**config.mk**
```make
export PLATFORM = sky130hd
export DESIGN_NAME = vend_dispense_ctrl
export DESIGN_NICKNAME = d
export VERILOG_FILES = /design/src/rtl/vend_dispense_ctrl.sv
export SDC_FILE = /design/constraint.sdc
export NUM_CORES = 1
export LEC_CHECK = 0
export ABC_AREA = 1
export CELL_PAD_IN_SITES_DETAIL_PLACEMENT = 1
export CELL_PAD_IN_SITES_GLOBAL_PLACEMENT = 1
export CORE_MARGIN = 5
export CORE_UTILIZATION = 36
export CTS_CLUSTER_SIZE = 40
export DETAILED_ROUTE_END_ITERATION = 10
export PLACE_DENSITY_LB_ADDON = 0.15
export SLEW_MARGIN = 30
export SYNTH_ARGS = -nofsm -noshare
export SYNTH_HDL_FRONTEND = slang
export SYNTH_SLANG_ARGS = --single-unit
```
**constraint.sdc**
```tcl
create_clock -name clock -period 2.1 [get_ports clock]
set_input_delay 0.42 -clock clock [delete_from_list [all_inputs] [get_ports clock]]
set_output_delay 0.42 -clock clock [all_outputs]
set_load 0.005 [all_outputs]
```
**src/rtl/vend_dispense_ctrl.sv**
```systemverilog
// vend_dispense_ctrl: product motor / nickel hopper sequencer with stock and coin tracking.
// Optional watchdog on motor_done and coin_seen is built in when VEND_TIMEOUT_EN is defined.
module vend_dispense_ctrl #(
  parameter int STOCK_INIT = 8,
  parameter int STOCK_W = 4,
  parameter int COIN_INIT = 20,
  parameter int COIN_W = 6
`ifdef VEND_TIMEOUT_EN
  , parameter int TIMEOUT = 200
`endif
) (
  input  logic               clock,
  input  logic               reset_n,
  input  logic               P,
  input  logic               C,
  input  logic [3:0]         change_nickels,
  input  logic               restock,
  input  logic               motor_done,
  input  logic               coin_seen,
  output logic               motor_on,
  output logic               eject,
  output logic               busy,
  output logic               sold_out,
  output logic               fault,
  output logic [STOCK_W-1:0] stock_cnt,
  output logic [COIN_W-1:0]  coin_cnt
);
  typedef enum logic [2:0] {IDLE, VEND, CHG_EJECT, CHG_WAIT, FAULT} state_t;
  state_t state, state_nxt;
  logic [3:0] remaining, remaining_nxt;
  logic [STOCK_W-1:0] stock_nxt;
  logic [COIN_W-1:0] coin_nxt;
  logic tmo_hit;
`ifdef VEND_TIMEOUT_EN
  logic [7:0] tmo;
  assign tmo_hit = tmo == 8'(TIMEOUT - 1);
  // watchdog: counts cycles spent waiting for a motor/coin response, cleared by any response
  always_ff @(posedge clock)
    if (!reset_n) tmo <= '0;
    else tmo <= ((state == VEND && !motor_done) || (state == CHG_WAIT && !coin_seen)) && !tmo_hit ? tmo + 8'd1 : '0;
`else
  assign tmo_hit = 1'b0;
`endif
  // next state and counter updates; registered outputs are derived from the next state
  always_comb begin
    state_nxt = state;
    remaining_nxt = remaining;
    stock_nxt = stock_cnt;
    coin_nxt = coin_cnt;
    case (state)
      IDLE:
        if (P && !sold_out) begin
          state_nxt = VEND;
          remaining_nxt = C ? change_nickels : 4'd0;
        end else if (restock && !P) begin
          stock_nxt = STOCK_W'(STOCK_INIT);
          coin_nxt = COIN_W'(COIN_INIT);
        end
      VEND:
        if (motor_done) begin
          state_nxt = remaining != 4'd0 ? CHG_EJECT : IDLE;
          stock_nxt = stock_cnt - STOCK_W'(stock_cnt != '0);
        end else if (tmo_hit) state_nxt = FAULT;
      CHG_EJECT: state_nxt = coin_cnt == '0 ? FAULT : CHG_WAIT;
      CHG_WAIT:
        if (coin_seen) begin
          state_nxt = remaining <= 4'd1 ? IDLE : CHG_EJECT;
          remaining_nxt = remaining - 4'(remaining != 4'd0);
          coin_nxt = coin_cnt - COIN_W'(coin_cnt != '0);
        end else if (tmo_hit) state_nxt = FAULT;
      default: ;
    endcase
  end
  // state, counters and all outputs registered; eject fires only on the CHG_EJECT -> CHG_WAIT step
  always_ff @(posedge clock)
    if (!reset_n) begin
      state <= IDLE;
      remaining <= '0;
      stock_cnt <= STOCK_W'(STOCK_INIT);
      coin_cnt <= COIN_W'(COIN_INIT);
      sold_out <= STOCK_INIT == 0;
      motor_on <= 1'b0;
      eject <= 1'b0;
      busy <= 1'b0;
      fault <= 1'b0;
    end else begin
      state <= state_nxt;
      remaining <= remaining_nxt;
      stock_cnt <= stock_nxt;
      coin_cnt <= coin_nxt;
      sold_out <= stock_nxt == '0;
      motor_on <= state_nxt == VEND;
      eject <= state == CHG_EJECT && state_nxt == CHG_WAIT;
      busy <= state_nxt != IDLE;
      fault <= state_nxt == FAULT;
    end
endmodule

```
==> summary.md <==
| Metric | Value |
|---|---|
| Cell taking the most area after synthesis | `dfxtp_1` |
| Dominant combinational cell family by area after synthesis | `simple AND/OR/NAND/NOR gates` |
| Final cell utilization of the core | `47.25%` |
| Switching Power | `around 0.34 mW` |
| Met2 layer usage reported by global route | `between 20% and 30%` |
| Longest Clk Path Bufs | `2` |
| Post-Route WL | `3.735 mm` |
| Sw frac | `31.42%` |
| Path class of the lowest-slack min-delay path | `reg2reg` |
| Fin Setup TNS | `0 ns` |
| Placer Congestion | `0.8931` |
| Most frequent cells in the layout | `nand2_1, nor2_1, inv_1` |
| Final critical-path share of the clock period | `about nine tenths` |
| Synthesized netlist net count | `215` |
| Final setup slack of the worst path | `0.2173 ns` |
| Mean routed wirelength per cell | `13.58 um` |
| Max incr delay on CP | `0.37 ns` |
| Total power | `1.078 mW` |
| Antenna Violating Nets Remaining | `0` |
| Synth top area share | `32.74%` |
| Setup WS pre-CTS | `roughly 0.15 ns` |
| DR iter-0 viols | `46` |
| Crit start category | `flop` |
| Worst Setup End Kind | `flop` |
| Xor and xnor area share after synthesis | `roughly 2.0%` |
| Synthesis-to-finish area growth | `27.63%` |
| Power share of the clock group | `between 20 and 30%` |
| Mux share of post-synthesis cell area | `0%` |
| CTS Buf Count | `3` |
| Std-Cell Core Area | `approximately 0.0036 mm^2` |
| Die area | `between 0.005 and 0.006 mm^2` |
| Register cell area after layout | `approximately 440 um^2` |
| Gate power share | `27.1%` |
| # nets final | `245` |
| Aggregate global routing overflow | `0` |
| Critical path type | `reg2reg` |
| Root buffer cell | `clkbuf_8` |
| Power Dens Cells | `627.9 mW/mm^2` |
| Clk_lat worst skew | `0.27 ns` |
| Clock transition at the register clock pins on the worst setup and hold paths after CTS | `0.09 ns` |
| Met1 usage in global routing | `18.94%` |
| Relative slew slack | `75.45%` |
| Die Y-Extent | `71.13 um` |
| Post-synthesis instance area | `0.001345 mm^2` |
| Via-per-instance ratio | `4.855` |
| TritonCTS Sinks | `22` |
| Static power due to leakage | `0.7520 nW` |
| Crit path arrival time | `2.04 ns` |
| Number of primary I/O pins | `26` |
| Post-DP HPWL | `3.005 mm` |
| Number of global-route vias before repair | `1430` |
| Max_cap viols | `0` |
| Via total after detailed routing | `1335` |
| Width of the die | `71.13 um` |
| Met3 track utilization from global routing | `2.983%` |
| Wire length of the first global-routing pass | `6.492 mm` |
| Most common library cell in the layout ignoring fill and taps | `nand2_1` |
| Cell types occupying the most area after synthesis | `dfxtp_1, nand2_1, nor2_1, inv_1, ha_1` |
| Number of levels in the clock H-tree | `1` |
| Most Frequent Cell on Critical Path | `ha_1` |
| Post-CTS setup buffers | `0` |
| Result of the run | `finished clean` |
| Maximum number of pins on one net before global-route repair | `13` |
| Clock Skews | `0.007197 ns` |
| Proportion of synthesized chip area in sequential cells | `32.74%` |
| Antenna diodes | `0` |
| Flip-flop and latch count after synthesis | `22` |
| TritonCTS clock tree | `done` |
| Library cells used by synthesis | `28` |
| Fraction of final layout cells with drive strength greater than 1 | `roughly an eighth` |
| Number of port buffers | `25` |
| Worst IR Drop VDD | `339.8 uV` |
| Initial core utilization | `37.02%` |
| Max Clock Freq | `around 530 MHz` |
| Share of total power in sequential cells | `a little over two fifths` |
| Internal Pwr Total | `0.7393 mW` |
| Share of the synthesized area in compound gates (AO/OA/AOI/OAI) | `11.91%` |
| Placed standard-cell area | `0.001659 mm^2` |
| Combined global-route utilization of all metal layers | `15.99%` |
| Critical-path cell list | `nor2_1, nand3_2, ha_1, ha_1, inv_1, nor3_1, xor2_1, o21ai_0, nand3_1` |
| Number of antenna violations at the first check in global routing | `0` |
| Area fraction in and, or, nand and nor cells after synthesis | `39.16%` |
| Post-Syn Instances | `198` |
| Global route hottest layer | `met2` |
| Number of failing setup endpoints in the final timing report | `0` |
| Fraction of the mapped netlist area in adder cells | `5.581%` |
| Total count of max-transition violations in the final report | `0` |
| Yosys warning count | `0` |
| Finished Cell Area | `0.001717 mm^2` |
| Worst Path Max Fanout | `6` |
| RSZ-0062 raised after global routing | `false` |
| Final period demand of the worst path | `1.883 ns` |
| Detailed-routing iteration count for the pre-antenna-repair pass | `4` |
| Count of endpoints failing hold in the final timing report | `0` |
| Residual DRC | `0` |
| Critical-path cell with the highest stage delay | `dfxtp_1` |
| Slew @ Worst Pin | `around 0.37 ns` |
| Post-synthesis area per instance | `~6.8 um^2` |
| Layout filler cell count | `between 400 and 500` |
| Area of the multi-input gates | `between 700 and 800 um^2` |
| Std-Cell Rows | `22` |
| Required arrival time at the worst endpoint | `2.25 ns` |
-- worst paths after layout --
path	startpoint	endpoint	slack, ns	cells past startpoint
worst min-delay path	remaining[0]	remaining[0]	0.48	2
worst min register to register	remaining[0]	remaining[0]	0.48	2
worst max-delay path	coin_cnt[3]	coin_cnt[4]	0.22	9
worst max register to register	coin_cnt[3]	coin_cnt[4]	0.22	9
-- cell families after synthesis --
| group | count (synthesis) |
|---|---|
| adders and majority gates | 6 |
| buffers and inverters | 30 |
| and+or+nand+nor | 110 |
| xor gates and xnor gates | 3 |
| DFF | 22 |
| AOI/OAI and AO/OA | 27 |
-- layer usage --
metal  wire, um  vias up
met5          0        -
met4         19        0
met3        103        2
met2       1905       19
met1       1707      631
li1           -      683
-- Yosys cell counts (all sizes together) --
| library cell | number |
|---|---|
| dfxtp | 22 |
| a21o | 1 |
| xor2 | 2 |
| nand2 | 50 |
| clkbuf | 1 |
| inv | 28 |
| buf | 1 |
| o21ai | 14 |
| a21oi | 12 |
| xnor2 | 1 |
| nor3 | 1 |
| nand3b | 1 |
| ha | 6 |
| or2 | 2 |
| nand3 | 16 |
| nor2 | 37 |
| nand4 | 3 |
-- worst max-delay path: cells and delay by family, from the launching register on --
kind / cells / cell delay (ns)
DFF: 1 / 0.37
AOI/OAI and AO/OA: 1 / 0.15
buffers and inverters: 1 / 0.08
adders and majority gates: 2 / 0.50
and+or+nand+nor: 4 / 0.53
xor gates and xnor gates: 1 / 0.14
-- cell type report --
| type | count | share of cell area [%] |
|---|---|---|
| tap | 48 | 3.499 |
| timing repair buffer | 27 | 15.45 |
| inverter | 28 | 6.122 |
| multi-input combinational | 146 | 46.06 |
| clock buffer | 4 | 3.207 |
| sequential | 22 | 25.66 |
-- what timing repair did --
action / in CTS / in global routing
hold buffers: 0 / 0
setup endpoints to repair: 0 / 1
resized for setup: 0 / 1
-- flip-flops by register name, summed over array words and instances (netlist names) --
signal / flops
fault: 1
stock_cnt: 4
coin_cnt: 6
sold_out: 1
state: 3
remaining: 4
busy: 1
motor_on: 1
eject: 1
-- stage by stage --
step	hold WS, ns	instances
5_1_grt	0.5148	275
3_5_place_dp	0.4642	271
2_1_floorplan	0.4436	198
3_3_place_gp	0.4538	271
6_report	0.4807	275
4_1_cts	0.4782	275
-- power groups by stage --
stage | Sequential [mW] | Clock [mW] | Combinational [mW]
floorplan | 0.476 | 0 | 0.184
global placement | 0.477 | 0 | 0.286
detailed placement | 0.479 | 0 | 0.295
CTS | 0.470 | 0.335 | 0.297
global route | 0.475 | 0.347 | 0.327
finish | 0.469 | 0.316 | 0.292
Power figures use the tool's default switching activity.
